$ cat config.mk
export PLATFORM = sky130hd
export DESIGN_NAME = csr_access_controller
export DESIGN_NICKNAME = d
export VERILOG_FILES = /design/src/rtl/csr_access_controller_pkg.sv /design/src/rtl/csr_access_controller_rmw_alu.sv /design/src/rtl/csr_access_controller.sv
export SDC_FILE = /design/constraint.sdc
export NUM_CORES = 1
export LEC_CHECK = 0
export ABC_CLOCK_PERIOD_IN_PS = 4400
export CAP_MARGIN = 25
export CORE_ASPECT_RATIO = 1.75
export CORE_MARGIN = 2
export CORE_UTILIZATION = 44
export CTS_BUF_LIST = sky130_fd_sc_hd__clkbuf_8
export DETAILED_ROUTE_END_ITERATION = 10
export GPL_TIMING_DRIVEN = 0
export PLACE_DENSITY_LB_ADDON = 0.2
export SETUP_SLACK_MARGIN = 0.3
export SLEW_MARGIN = 20
export SYNTH_ARGS = -nofsm -noshare
export SYNTH_HDL_FRONTEND = slang
export SYNTH_SLANG_ARGS = --single-unit
$ cat constraint.sdc
create_clock -name clk -period 4.4 [get_ports clk]
set_clock_uncertainty 0.05 [all_clocks]
set_input_delay 0.88 -clock clk [delete_from_list [all_inputs] [get_ports clk]]
set_output_delay 0.88 -clock clk [all_outputs]
set_load 0.02 [all_outputs]
$ cat src/rtl/csr_access_controller_pkg.sv
// rtl/csr_access_controller_pkg.sv - shared op/state encodings and address helpers for the CSR access controller
package csr_access_controller_pkg;

    localparam int CSR_ADDR_W = 12;
    localparam int CSR_DATA_W = 32;

    typedef enum logic [1:0] {
        CSR_OP_NONE = 2'b00,
        CSR_OP_RW   = 2'b01,
        CSR_OP_RS   = 2'b10,
        CSR_OP_RC   = 2'b11
    } csr_op_e;

    typedef enum logic [1:0] {
        ST_IDLE  = 2'b00,
        ST_READ  = 2'b01,
        ST_WRITE = 2'b10,
        ST_DONE  = 2'b11
    } csr_state_e;

    // Top two address bits equal to this mark a read-only CSR
    localparam logic [1:0] CSR_READONLY_FIELD = 2'b11;

    function automatic logic csr_is_readonly(input logic [CSR_ADDR_W-1:0] addr);
        return addr[CSR_ADDR_W-1:CSR_ADDR_W-2] == CSR_READONLY_FIELD;
    endfunction

    function automatic logic csr_op_writes(input csr_op_e op, input logic suppress);
        return (op == CSR_OP_RW) || ((op != CSR_OP_NONE) && !suppress);
    endfunction

endpackage

$ cat src/rtl/csr_access_controller_rmw_alu.sv
// rtl/csr_access_controller_rmw_alu.sv - combinational read-modify-write value for CSRRW/CSRRS/CSRRC
module csr_rmw_alu
    import csr_access_controller_pkg::*;
(
    input  csr_op_e                 op,
    input  logic [CSR_DATA_W-1:0]   old_value,
    input  logic [CSR_DATA_W-1:0]   write_data,
    output logic [CSR_DATA_W-1:0]   new_value
);

    always_comb begin
        new_value = old_value;
        case (op)
            CSR_OP_RW: new_value = write_data;
            CSR_OP_RS: new_value = old_value | write_data;
            CSR_OP_RC: new_value = old_value & ~write_data;
            default:   new_value = old_value;
        endcase
    end

endmodule

$ cat src/rtl/csr_access_controller.sv
// rtl/csr_access_controller.sv - CSR bus sequencer (read, modify, write, respond); optional CSR_READONLY_CHECK_EN
module csr_access_controller
    import csr_access_controller_pkg::*;
(
    input  logic                    clk,
    input  logic                    rst,
    input  logic                    reqValid,
    output logic                    reqReady,
    input  logic [1:0]              reqOp,
    input  logic [CSR_ADDR_W-1:0]   reqAddress,
    input  logic [CSR_DATA_W-1:0]   reqWriteData,
    input  logic                    reqWriteSuppress,
    output logic                    respValid,
    output logic [CSR_DATA_W-1:0]   respReadData,
    output logic                    respError,
    output logic                    csrReadEnable,
    output logic [CSR_ADDR_W-1:0]   csrReadAddress,
    output logic                    csrWriteEnable,
    output logic [CSR_ADDR_W-1:0]   csrWriteAddress,
    output logic [CSR_DATA_W-1:0]   csrWriteData,
    input  logic [CSR_DATA_W-1:0]   csrReadData,
    input  logic                    csrRequestOutput
);

    csr_state_e              state_q, state_d;
    csr_op_e                 op_q, op_d;
    logic [CSR_ADDR_W-1:0]   addr_q, addr_d;
    logic [CSR_DATA_W-1:0]   data_q, data_d;
    logic                    suppress_q, suppress_d;
    logic [CSR_DATA_W-1:0]   old_value_q, old_value_d;

    logic                    req_ready_q, req_ready_d;
    logic                    resp_valid_q, resp_valid_d;
    logic [CSR_DATA_W-1:0]   resp_read_data_q, resp_read_data_d;
    logic                    resp_error_q, resp_error_d;
    logic                    csr_read_enable_q, csr_read_enable_d;
    logic [CSR_ADDR_W-1:0]   csr_read_address_q, csr_read_address_d;
    logic                    csr_write_enable_q, csr_write_enable_d;
    logic [CSR_ADDR_W-1:0]   csr_write_address_q, csr_write_address_d;
    logic [CSR_DATA_W-1:0]   csr_write_data_q, csr_write_data_d;

    logic [CSR_DATA_W-1:0]   new_value;
    logic                    will_write;
    logic                    readonly_violation;
    logic                    access_error;

    // The bus read data is combinational during READ, so the new value is
    // formed from it directly and registered straight onto the write bus.
    csr_rmw_alu u_rmw_alu (
        .op         (op_q),
        .old_value  (csrReadData),
        .write_data (data_q),
        .new_value  (new_value)
    );

    always_comb begin
        will_write = csr_op_writes(op_q, suppress_q);
`ifdef CSR_READONLY_CHECK_EN
        readonly_violation = csr_is_readonly(addr_q) && will_write;
`else
        readonly_violation = 1'b0;
`endif
        access_error = !csrRequestOutput || (op_q == CSR_OP_NONE) || readonly_violation;
    end

    always_comb begin
        state_d             = state_q;
        op_d                = op_q;
        addr_d              = addr_q;
        data_d              = data_q;
        suppress_d          = suppress_q;
        old_value_d         = old_value_q;
        req_ready_d         = 1'b0;
        resp_valid_d        = 1'b0;
        resp_read_data_d    = '0;
        resp_error_d        = 1'b0;
        csr_read_enable_d   = 1'b0;
        csr_read_address_d  = '0;
        csr_write_enable_d  = 1'b0;
        csr_write_address_d = '0;
        csr_write_data_d    = '0;

        case (state_q)
            ST_IDLE: begin
                req_ready_d = 1'b1;
                if (reqValid) begin
                    state_d            = ST_READ;
                    op_d               = csr_op_e'(reqOp);
                    addr_d             = reqAddress;
                    data_d             = reqWriteData;
                    suppress_d         = reqWriteSuppress;
                    req_ready_d        = 1'b0;
                    csr_read_enable_d  = 1'b1;
                    csr_read_address_d = reqAddress;
                end
            end
            ST_READ: begin
                old_value_d = csrReadData;
                if (access_error) begin
                    state_d      = ST_DONE;
                    resp_valid_d = 1'b1;
                    resp_error_d = 1'b1;
                end else begin
                    state_d             = ST_WRITE;
                    csr_write_enable_d  = will_write;
                    csr_write_address_d = addr_q;
                    csr_write_data_d    = new_value;
                end
            end
            ST_WRITE: begin
                state_d          = ST_DONE;
                resp_valid_d     = 1'b1;
                resp_read_data_d = old_value_q;
            end
            ST_DONE: begin
                state_d     = ST_IDLE;
                req_ready_d = 1'b1;
            end
            default: begin
                state_d     = ST_IDLE;
                req_ready_d = 1'b1;
            end
        endcase
    end

    always_ff @(posedge clk) begin
        if (rst) begin
            state_q             <= ST_IDLE;
            op_q                <= CSR_OP_NONE;
            addr_q              <= '0;
            data_q              <= '0;
            suppress_q          <= 1'b0;
            old_value_q         <= '0;
            req_ready_q         <= 1'b1;
            resp_valid_q        <= 1'b0;
            resp_read_data_q    <= '0;
            resp_error_q        <= 1'b0;
            csr_read_enable_q   <= 1'b0;
            csr_read_address_q  <= '0;
            csr_write_enable_q  <= 1'b0;
            csr_write_address_q <= '0;
            csr_write_data_q    <= '0;
        end else begin
            state_q             <= state_d;
            op_q                <= op_d;
            addr_q              <= addr_d;
            data_q              <= data_d;
            suppress_q          <= suppress_d;
            old_value_q         <= old_value_d;
            req_ready_q         <= req_ready_d;
            resp_valid_q        <= resp_valid_d;
            resp_read_data_q    <= resp_read_data_d;
            resp_error_q        <= resp_error_d;
            csr_read_enable_q   <= csr_read_enable_d;
            csr_read_address_q  <= csr_read_address_d;
            csr_write_enable_q  <= csr_write_enable_d;
            csr_write_address_q <= csr_write_address_d;
            csr_write_data_q    <= csr_write_data_d;
        end
    end

    assign reqReady        = req_ready_q;
    assign respValid       = resp_valid_q;
    assign respReadData    = resp_read_data_q;
    assign respError       = resp_error_q;
    assign csrReadEnable   = csr_read_enable_q;
    assign csrReadAddress  = csr_read_address_q;
    assign csrWriteEnable  = csr_write_enable_q;
    assign csrWriteAddress = csr_write_address_q;
    assign csrWriteData    = csr_write_data_q;

endmodule

* Word-level counts from Yosys, hierarchy flattened
Cells that the tools add are included.
W data, S select, Z words.
** Cells by class
- Equality and inequality tests :: 7
- Muxes and demuxes :: 9
- Bitwise gates (word level) :: 7
- Reductions and logical operators :: 14
** Operators with widths (count)
- $pmux W32 S3 :: 1
- $and A32 B32 Y32 :: 1
- $not A32 Y32 :: 1
- $or A32 B32 Y32 :: 1
- $eq A2 B2 Y1 const B :: 4
- $pmux W2 S4 :: 1
- $reduce_or A2 Y1 :: 3
- $reduce_or A3 Y1 :: 2
- $eq A2 B1 Y1 const B :: 2
- $logic_not A2 Y1 :: 2
- $mux W1 :: 4
- $not A1 Y1 :: 4
- $pmux W1 S2 :: 2
- $logic_not A1 Y1 :: 2
- $logic_or A1 B1 Y1 :: 2
- $mux W2 :: 1
- $ne A2 B2 Y1 const B :: 1
- $reduce_and A2 Y1 :: 1
- $reduce_bool A2 Y1 :: 1
- $logic_and A1 B1 Y1 :: 1
** Storage, ports and cells
- Register bits after elaboration :: 174
- Input port bits :: 83
- Output and inout bits :: 93
- Logic and storage cells :: 52

* Logic depth before layout (Yosys ltp)
Gate-level depths: netlist of run 1.
- Depth in word-level cells :: 4
- Depth in mapped cells :: 7
- Mapped depth without buffers :: 5

* Hierarchy
Synthesis of run 1 repeated with hierarchy kept, for this count alone.
** Unflattened totals
- Cells, all modules :: 568
- Area total of the unflattened synthesis :: 6194.7 um2
** Modules (own cells, without submodules)
- csr_access_controller :: times used 1, cells an instance 426, area each 5266.3 um2
- csr_rmw_alu :: times used 1, cells an instance 142, area each 928.4 um2

* Worst setup path before layout of run 1
Ideal clock, no wire load.
- Kind :: input-to-reg
- Start point :: in reqValid
- End point :: reg addr_q[0]
- Setup time :: 0.060 ns
- Arrival time :: 1.674 ns
- Path slack :: 2.616 ns
- Stages :: 4
- Cell sequence :: a21oi_1 buf_2 buf_1 a22o_1
** Between the ends
- Cells in the longest elaborated chain, start to end :: 1
** RTL lines
- start: declaration :: RTL line csr_access_controller.sv:7 : input logic reqValid,
- $reduce_and A2 Y1 (no source line)
- end signal: assignment :: RTL line csr_access_controller.sv:146 : addr_q <= addr_d;
- end: declaration :: RTL line csr_access_controller.sv:27 : logic [CSR_ADDR_W-1:0] addr_q, addr_d;
Every way passes these cells.
A chain may end at the register's enable or synchronous reset.

* Final worst setup path of run 1
- Start point :: reg csr_write_data_q[31], in the netlist csrWriteData[31]
- End point :: out csrWriteData[31]
** RTL lines
- start: declaration :: RTL line csr_access_controller.sv:40 : logic [CSR_DATA_W-1:0] csr_write_data_q, csr_write_data_d;
- start signal: assignment :: RTL line csr_access_controller.sv:158 : csr_write_data_q <= csr_write_data_d;
- end: declaration :: RTL line csr_access_controller.sv:20 : output logic [CSR_DATA_W-1:0] csrWriteData,
No word-level cell between the ends.

==> Implementation_results.wiki, run 1 <==
{| class="wikitable"
! Metric !! Value
|-
| Required time of the critical path || 3470 ps
|-
| Antenna violations before repair || 0
|-
| Vias || 4,460
|-
| Relative slew slack || 0.6429
|-
| Synthesized-area fraction occupied by adder cells || 0.01075
|-
| Critical Path Source Type || flop
|-
| Filler cells || 1,153
|-
| Core Region || 0.01294 sq mm
|-
| Part of the Yosys area used for sequential elements || 0.5983
|-
| Worst min-delay path category || reg2reg
|-
| Area occupied by multi-input gates || 0.002145 sq mm
|-
| Post-CTS setup buffers || 0
|-
| Pin count of the biggest net entering global routing || 17
|-
| Source-to-sink clock delay at the later pin of the worst-skew pair || 450 ps
|-
| Die width || 90.95 um
|-
| Combinational fraction of design power || 0.242
|-
| Overflow after GRT || 0
|-
| Total leakage power || 3.169 nW
|-
| Type of the setup path with the least slack || reg2out
|-
| Power density normalized to cell area || 474.3 mW/mm^2
|-
| Rows || 55
|-
| Yosys warning total || 0
|-
| Maximum buffer depth of the clock tree || 2
|-
| Total count of hold-check failures in the final report || 0
|-
| CTS clock-pin slew for the worst setup and hold paths || 80 ps
|-
| Final RePlAce weighted congestion || 0.8155
|-
| Switching pwr || 0.001197 W
|-
| Number of buffer cells added on primary ports || 175
|-
| Dominant combinational cell family by area after synthesis || simple AND/OR/NAND/NOR gates
|-
| Die Span Y || 156.2 um
|-
| Top-level I/O count || 176
|-
| Combined buffer and inverter count along the critical path || 1
|-
| Max stage delay cell, worst path || clkdlybuf4s50_1
|-
| Worst hold margin || 401.0 ps
|-
| Final-report max-slew violation count || 0
|-
| Largest fanout on the critical path || 1
|-
| Final worst path period need || 2339 ps
|-
| Fraction of power spent switching nets || 0.3092
|-
| Peak Freq || 0.4276 GHz
|-
| Proportion of power drawn by the clock network || 0.269
|-
| Post-DP HPWL || 10,900 um
|-
| Capturing element type of the critical path || primary output
|-
| Average routed wire per standard cell || 15.61 um
|-
| Compound-Gate Fraction of Synth Area || 0.1476
|-
| Post-layout nets || 828
|-
| H-tree levels || 4
|-
| Actual slew at the worst max-slew pin || 535.7 ps
|-
| Setup violation total in the final timing report || 0
|-
| Multiplexer area fraction after synthesis || 0.05502
|-
| Leading cell types in the layout, fill and taps excluded || clkdlybuf4s50_1 (175), dfxtp_1 (174), and2_1 (56), a22o_1 (47), nor2b_1 (44)
|-
| Remaining DRCs || 0
|-
| Iteration-0 DRC Markers || 117
|-
| Relative contribution of sequential cells to total power || 0.489
|-
| Synth Area in XOR/XNOR || 0.001504
|-
| Hold path depth || 1
|-
| Resized Gates After CTS || 0
|-
| Synth Register Bits || 174
|-
| Synthesized instance count || 546
|-
| Area of the die || 0.01420 sq mm
|-
| Area growth from synthesis to layout || 40.17%
|-
| Root Driver || clkbuf_8
|-
| VDD IR max || 240.5 uV
|-
| Via density per instance || 4.832
|-
| Logic depth of the worst register-to-register path || 6
|-
| Final critical-path share of the clock period || 0.5316
|-
| Max-capacitance violation count || 0
|-
| Number of clock sinks seen by CTS || 174
|-
| Area fraction in and, or, nand and nor cells after synthesis || 0.1534
|-
| Category of cells accounting for the largest share of critical-path delay || buffers and inverters
|-
| Run status || complete, no violations
|-
| Register Area || 0.003483 sq mm
|-
| Final wirelength || 14,410 um
|-
| Hold-fix buffer count after cts || 0
|-
| Number of search-and-repair iterations in the first detailed-routing pass || 5
|-
| Cells along the critical path || clkdlybuf4s50_1
|-
| Mapped cell area || 0.005822 sq mm
|-
| Distinct cell type count of the synthesized netlist || 28
|-
| P_int || 0.002674 W
|-
| Total clock buffers created by CTS || 17
|-
| Tot GR Track Use || 0.2084
|-
| First-pass GRT wire length || 23,340 um
|-
| Total Neg Setup Slack || 0 ps
|-
| Remaining antenna violation count after routing || 0
|-
| Worst path max stage delay || 620 ps
|-
| Number of global-route vias before repair || 4,713
|-
| Crit path arrival time || 1410 ps
|-
| Net count after synthesis || 634
|-
| Starting density of the core || 0.4500
|-
| Clock tree from TritonCTS || done
|-
| Syn_area_per_cell || 10.66 sq um
|-
| RSZ-0062 raised after global routing || false
|-
| Ratio of cells with drive above 1 in the final layout || 0.05718
|-
| Most common cell after layout, fill and taps aside || clkdlybuf4s50_1
|-
| Diode count || 0
|-
| Cell depth of the worst setup path || 1
|}
==> Yosys cell counts (all sizes together) <==
library cell	count	share of area
nand2b	1	0.0011
o21ai	33	0.029
and2b	1	0.0013
a22oi	10	0.013
o21bai	1	0.0013
a21oi	36	0.032
clkbuf	23	0.015
ha	5	0.011
nor2b	44	0.047
xor2	1	0.0015
mux2i	32	0.055
and2	56	0.060
nor2	35	0.023
a221oi	1	0.0015
dfxtp	174	0.60
nor3b	2	0.0026
nand2	24	0.015
and3b	1	0.0015
inv	3	0.0019
or3b	1	0.0015
a22o	47	0.071
buf	15	0.017
==> area by class of cell <==
class / instances / area share
Buffer: 38 / 0.02239
Inverter: 3 / 0.001380
Clock buffer: 17 / 0.02867
Tap cell: 171 / 0.02622
Sequential cell: 174 / 0.4269
Multi-Input combinational cell: 331 / 0.2628
Timing Repair Buffer: 175 / 0.2147
Clock inverter: 14 / 0.01702
==> power by group through the flow <==
stage	combinational, W	clock (W)	sequential (W)
floorplan	0.000570	0	0.00195
global placement	0.000912	0	0.00191
detailed placement	0.000944	0	0.00193
CTS	0.000950	0.00107	0.00189
global route	0.00103	0.00115	0.00192
finish	0.000937	0.00104	0.00189
==> state kept, by name, indices dropped and copies added (netlist names) <==
name             count
respError            1
csrWriteData        32
reqReady             1
respReadData        32
state_q              2
csrWriteEnable       1
data_q              32
csrReadAddress      12
op_q                 2
suppress_q           1
csrWriteAddress     12
addr_q              12
old_value_q         32
respValid            1
csrReadEnable        1
==> path summary, 6_finish.rpt <==
check | endpoint | from | slack, ps
min reg2reg | csrWriteEnable | suppress_q | 400
max reg2reg | addr_q[4] | state_q[0] | 2450
max | csrWriteData[31] | csrWriteData[31] | 2060
min | csrWriteEnable | suppress_q | 400
==> through the flow <==
step / std cells / util / setup slack (ps) / power (W) / cell area [sq um]
4_1_cts: 923 / 0.6308 / 2034 / 0.003913 / 8160
2_1_floorplan: 546 / - / 2616 / 0.002519 / 5822
6_report: 923 / 0.6308 / 2061 / 0.003870 / 8160
3_3_place_gp: 892 / 0.6019 / 1765 / 0.002823 / 7787
5_1_grt: 923 / 0.6308 / 1999 / 0.004094 / 8160
3_5_place_dp: 892 / 0.6019 / 1703 / 0.002871 / 7787
==> cell families after synthesis <==
group,Yosys count
AOI/OAI and AO/OA,128
DFF,174
adders and majority gates,5
xor gates and xnor gates,1
muxes,32
buffers and inverters,41
and+or+nand+nor,165
==> per-layer routing <==
metal	share of wire	global-route usage	vias to the layer above
met2	0.55	0.3947	124
met1	0.38	0.2169	2078
met4	0.027	0.09452	0
met5	0	0	-
met3	0.041	0.04396	24
li1	-	-	2234
(Power assumes the default switching activity.)
==> run 2: changes to the inputs <==
--- a/config.mk
+++ b/config.mk
@@ -5,7 +5,7 @@
 export SDC_FILE = /design/constraint.sdc
 export NUM_CORES = 1
 export LEC_CHECK = 0
-export ABC_CLOCK_PERIOD_IN_PS = 4400
+export ABC_CLOCK_PERIOD_IN_PS = 2200
 export CAP_MARGIN = 25
 export CORE_ASPECT_RATIO = 1.75
 export CORE_MARGIN = 2
==> constraint.sdc (replaced) <==
create_clock -name clk -period 2.2 [get_ports clk]
set_clock_uncertainty 0.05 [all_clocks]
set_input_delay 0.44 -clock clk [delete_from_list [all_inputs] [get_ports clk]]
set_output_delay 0.44 -clock clk [all_outputs]
set_load 0.02 [all_outputs]
==> run 2 against run 1 <==
Highest routed layer unchanged. Die area unchanged. Via count down 0.29%. Utilization up 0.82 points.
==> Implementation_results.wiki, run 2 (same netlist as run 1, synthesis figures left out) <==
{| class="wikitable"
! Metric !! Value
|-
| Run status || complete, no violations
|-
| Number of search-and-repair iterations in the first detailed-routing pass || 4 (-1)
|-
| Max-capacitance violation count || 0 (unchanged)
|-
| Pin count of the biggest net entering global routing || 17 (unchanged)
|-
| Via density per instance || 4.818 (-0.29%)
|-
| Placement Cell Area || 0.007787 sq mm (unchanged)
|-
| Rows || 55 (unchanged)
|-
| H-tree levels || 4 (unchanged)
|-
| Total count of hold-check failures in the final report || 0 (unchanged)
|-
| Relative slew slack || 0.6415 (-0.001402)
|-
| Worst path max stage delay || 600 ps (-20 ps)
|-
| Number of global-route vias before repair || 4,710 (-0.064%)
|-
| Maximum buffer depth of the clock tree || 2 (unchanged)
|-
| Area of the die || 0.01420 sq mm (unchanged)
|-
| Die Span Y || 156.2 um (unchanged)
|-
| Worst hold margin || 404.7 ps (+3.752 ps)
|-
| Root Driver || clkbuf_8
|-
| Combined buffer and inverter count along the critical path || 1 (unchanged)
|-
| Cells along the critical path || clkdlybuf4s50_1
|-
| Worst min-delay path category || reg2reg
|-
| Capturing element type of the critical path || primary output
|-
| Register Area || 0.003483 sq mm (unchanged)
|-
| Post-layout nets || 828 (unchanged)
|-
| Remaining antenna violation count after routing || 0 (unchanged)
|-
| Peak Freq || 0.5390 GHz
|-
| Final-report max-slew violation count || 0 (unchanged)
|-
| Leading cell types in the layout, fill and taps excluded || dfxtp_1 (174), clkdlybuf4s50_1 (108), and2_1 (56), a22o_1 (47), dlymetal6s2s_1 (46)
|-
| RSZ-0062 raised after global routing || false
|-
| Type of the setup path with the least slack || reg2out
|-
| Tot GR Track Use || 0.2087 (+0.0003056)
|-
| Setup Slack @ Placement || -57.14 ps (-1760 ps)
|-
| Area growth from synthesis to layout || 41.99%
|-
| Total clock buffers created by CTS || 17 (unchanged)
|-
| Iteration-0 DRC Markers || 141 (+21%)
|-
| Antenna violations before repair || 0 (unchanged)
|-
| Crit path arrival time || 1370 ps (-40 ps)
|-
| Category of cells accounting for the largest share of critical-path delay || buffers and inverters
|-
| Non-filler cells, final || 923 (unchanged)
|-
| First-pass GRT wire length || 23,360 um (about the same)
|-
| Most common cell after layout, fill and taps aside || dfxtp_1
|-
| Ratio of cells with drive above 1 in the final layout || 0.07181 (+0.01463)
|-
| Average routed wire per standard cell || 15.67 um (+0.41%)
|-
| Final worst path period need || 1855 ps
|-
| CTS clock-pin slew for the worst setup and hold paths || 80 ps (about the same)
|-
| VDD IR max || 478.4 uV (+99%)
|-
| Largest fanout on the critical path || 1 (unchanged)
|-
| Instance count after placement with tap cells included || 892 (unchanged)
|-
| Top-level I/O count || 176 (unchanged)
|-
| Critical Path Source Type || flop
|-
| Number of buffer cells added on primary ports || 175 (unchanged)
|-
| Required time of the critical path || 1710 ps (-1760 ps)
|-
| Power density normalized to cell area || 933.4 mW/mm^2 (+97%)
|-
| Max stage delay cell, worst path || clkdlybuf4s50_1
|-
| Final WS setup || 344.8 ps (-1716 ps)
|-
| Post-route standard cell area excluding fillers || 0.008267 sq mm (+1.3%)
|-
| Overflow after GRT || 0 (unchanged)
|-
| Filler cells || 1,135 (-1.6%)
|-
| Setup violation total in the final timing report || 0 (unchanged)
|-
| Diode count || 0 (unchanged)
|-
| Final RePlAce weighted congestion || 0.8155 (unchanged)
|-
| Vias || 4,447 (-0.29%)
|-
| Die width || 90.95 um (unchanged)
|-
| Post-DP HPWL || 10,900 um (unchanged)
|-
| Area occupied by multi-input gates || 0.002150 sq mm (+0.23%)
|-
| Final critical-path share of the clock period || 0.8433
|-
| Starting density of the core || 0.4500 (unchanged)
|-
| Core Region || 0.01294 sq mm (unchanged)
|-
| Total leakage power || 4.139 nW (+31%)
|-
| Number of clock sinks seen by CTS || 174 (unchanged)
|-
| Hold-fix buffer count after cts || 0 (unchanged)
|-
| Total Neg Setup Slack || 0 ps (unchanged)
|-
| Clock tree from TritonCTS || done
|-
| Source-to-sink clock delay at the later pin of the worst-skew pair || 440 ps (about the same)
|-
| Remaining DRCs || 0 (unchanged)
|-
| Final wirelength || 14,470 um (+0.41%)
|-
| Actual slew at the worst max-slew pin || 537.8 ps (+2.102 ps)
|-
| Post-CTS setup buffers || 0 (unchanged)
|}
-- run 2: changes by cell type in the layout (fill, tap and decap cells not counted), sizes merged --
cell | previous run | this run
clkdlybuf4s50 | 175 | 108
dlymetal6s2s | 0 | 46
dlygate4sd2 | 0 | 21
-- run 2: final timing paths --
| kind | cells after the start | startpoint | slack (ps) | endpoint |
|---|---|---|---|---|
| max | 1 | respReadData[31] | 340 | respReadData[31] |
| min | 1 | suppress_q | 400 | csrWriteEnable |
| max reg2reg | 7 | state_q[1] | 420 | csrWriteData[12] |
| min reg2reg | 1 | suppress_q | 400 | csrWriteEnable |
-- run 2: power by group --
part | internal, W | switching [W] | total (W)
Clock | 0.000910 | 0.00117 | 0.00208
Combinational | 0.000868 | 0.000993 | 0.00186
Sequential | 0.00356 | 0.000221 | 0.00378
-- run 2: area by class of cell --
type                    instances  share of cell area
flip-flops and latches        174              0.4214
multi-input cells             331              0.2600
repair buffers                175              0.2226
clock buffers                  17             0.02830
well taps                     171             0.02588
plain buffers                  38             0.02361
clock inverters                14             0.01680
inverters                       3            0.001362
-- run 2: metrics by stage --
step / power (W) / util
detailed placement: 0.005741 / 0.6019
floorplan: 0.005037 / -
CTS: 0.007817 / 0.6294
global route: 0.008175 / 0.6390
global placement: 0.005646 / 0.6019
finish: 0.007716 / 0.6390
-- run 2: routing by layer --
metal / global-route usage / up-vias / routed length (um)
met5: 0 / - / 0
met4: 0.09452 / 0 / 366
met3: 0.04396 / 22 / 642
met2: 0.3947 / 129 / 7947
met1: 0.2178 / 2063 / 5508
li1: - / 2233 / -
-- run 2: what timing repair did --
action                                 4_1_cts  5_1_grt
setup endpoints to repair                   60      107
endpoints found under the hold margin        0        0
cloned                                       0        0
resized for setup                           25       60
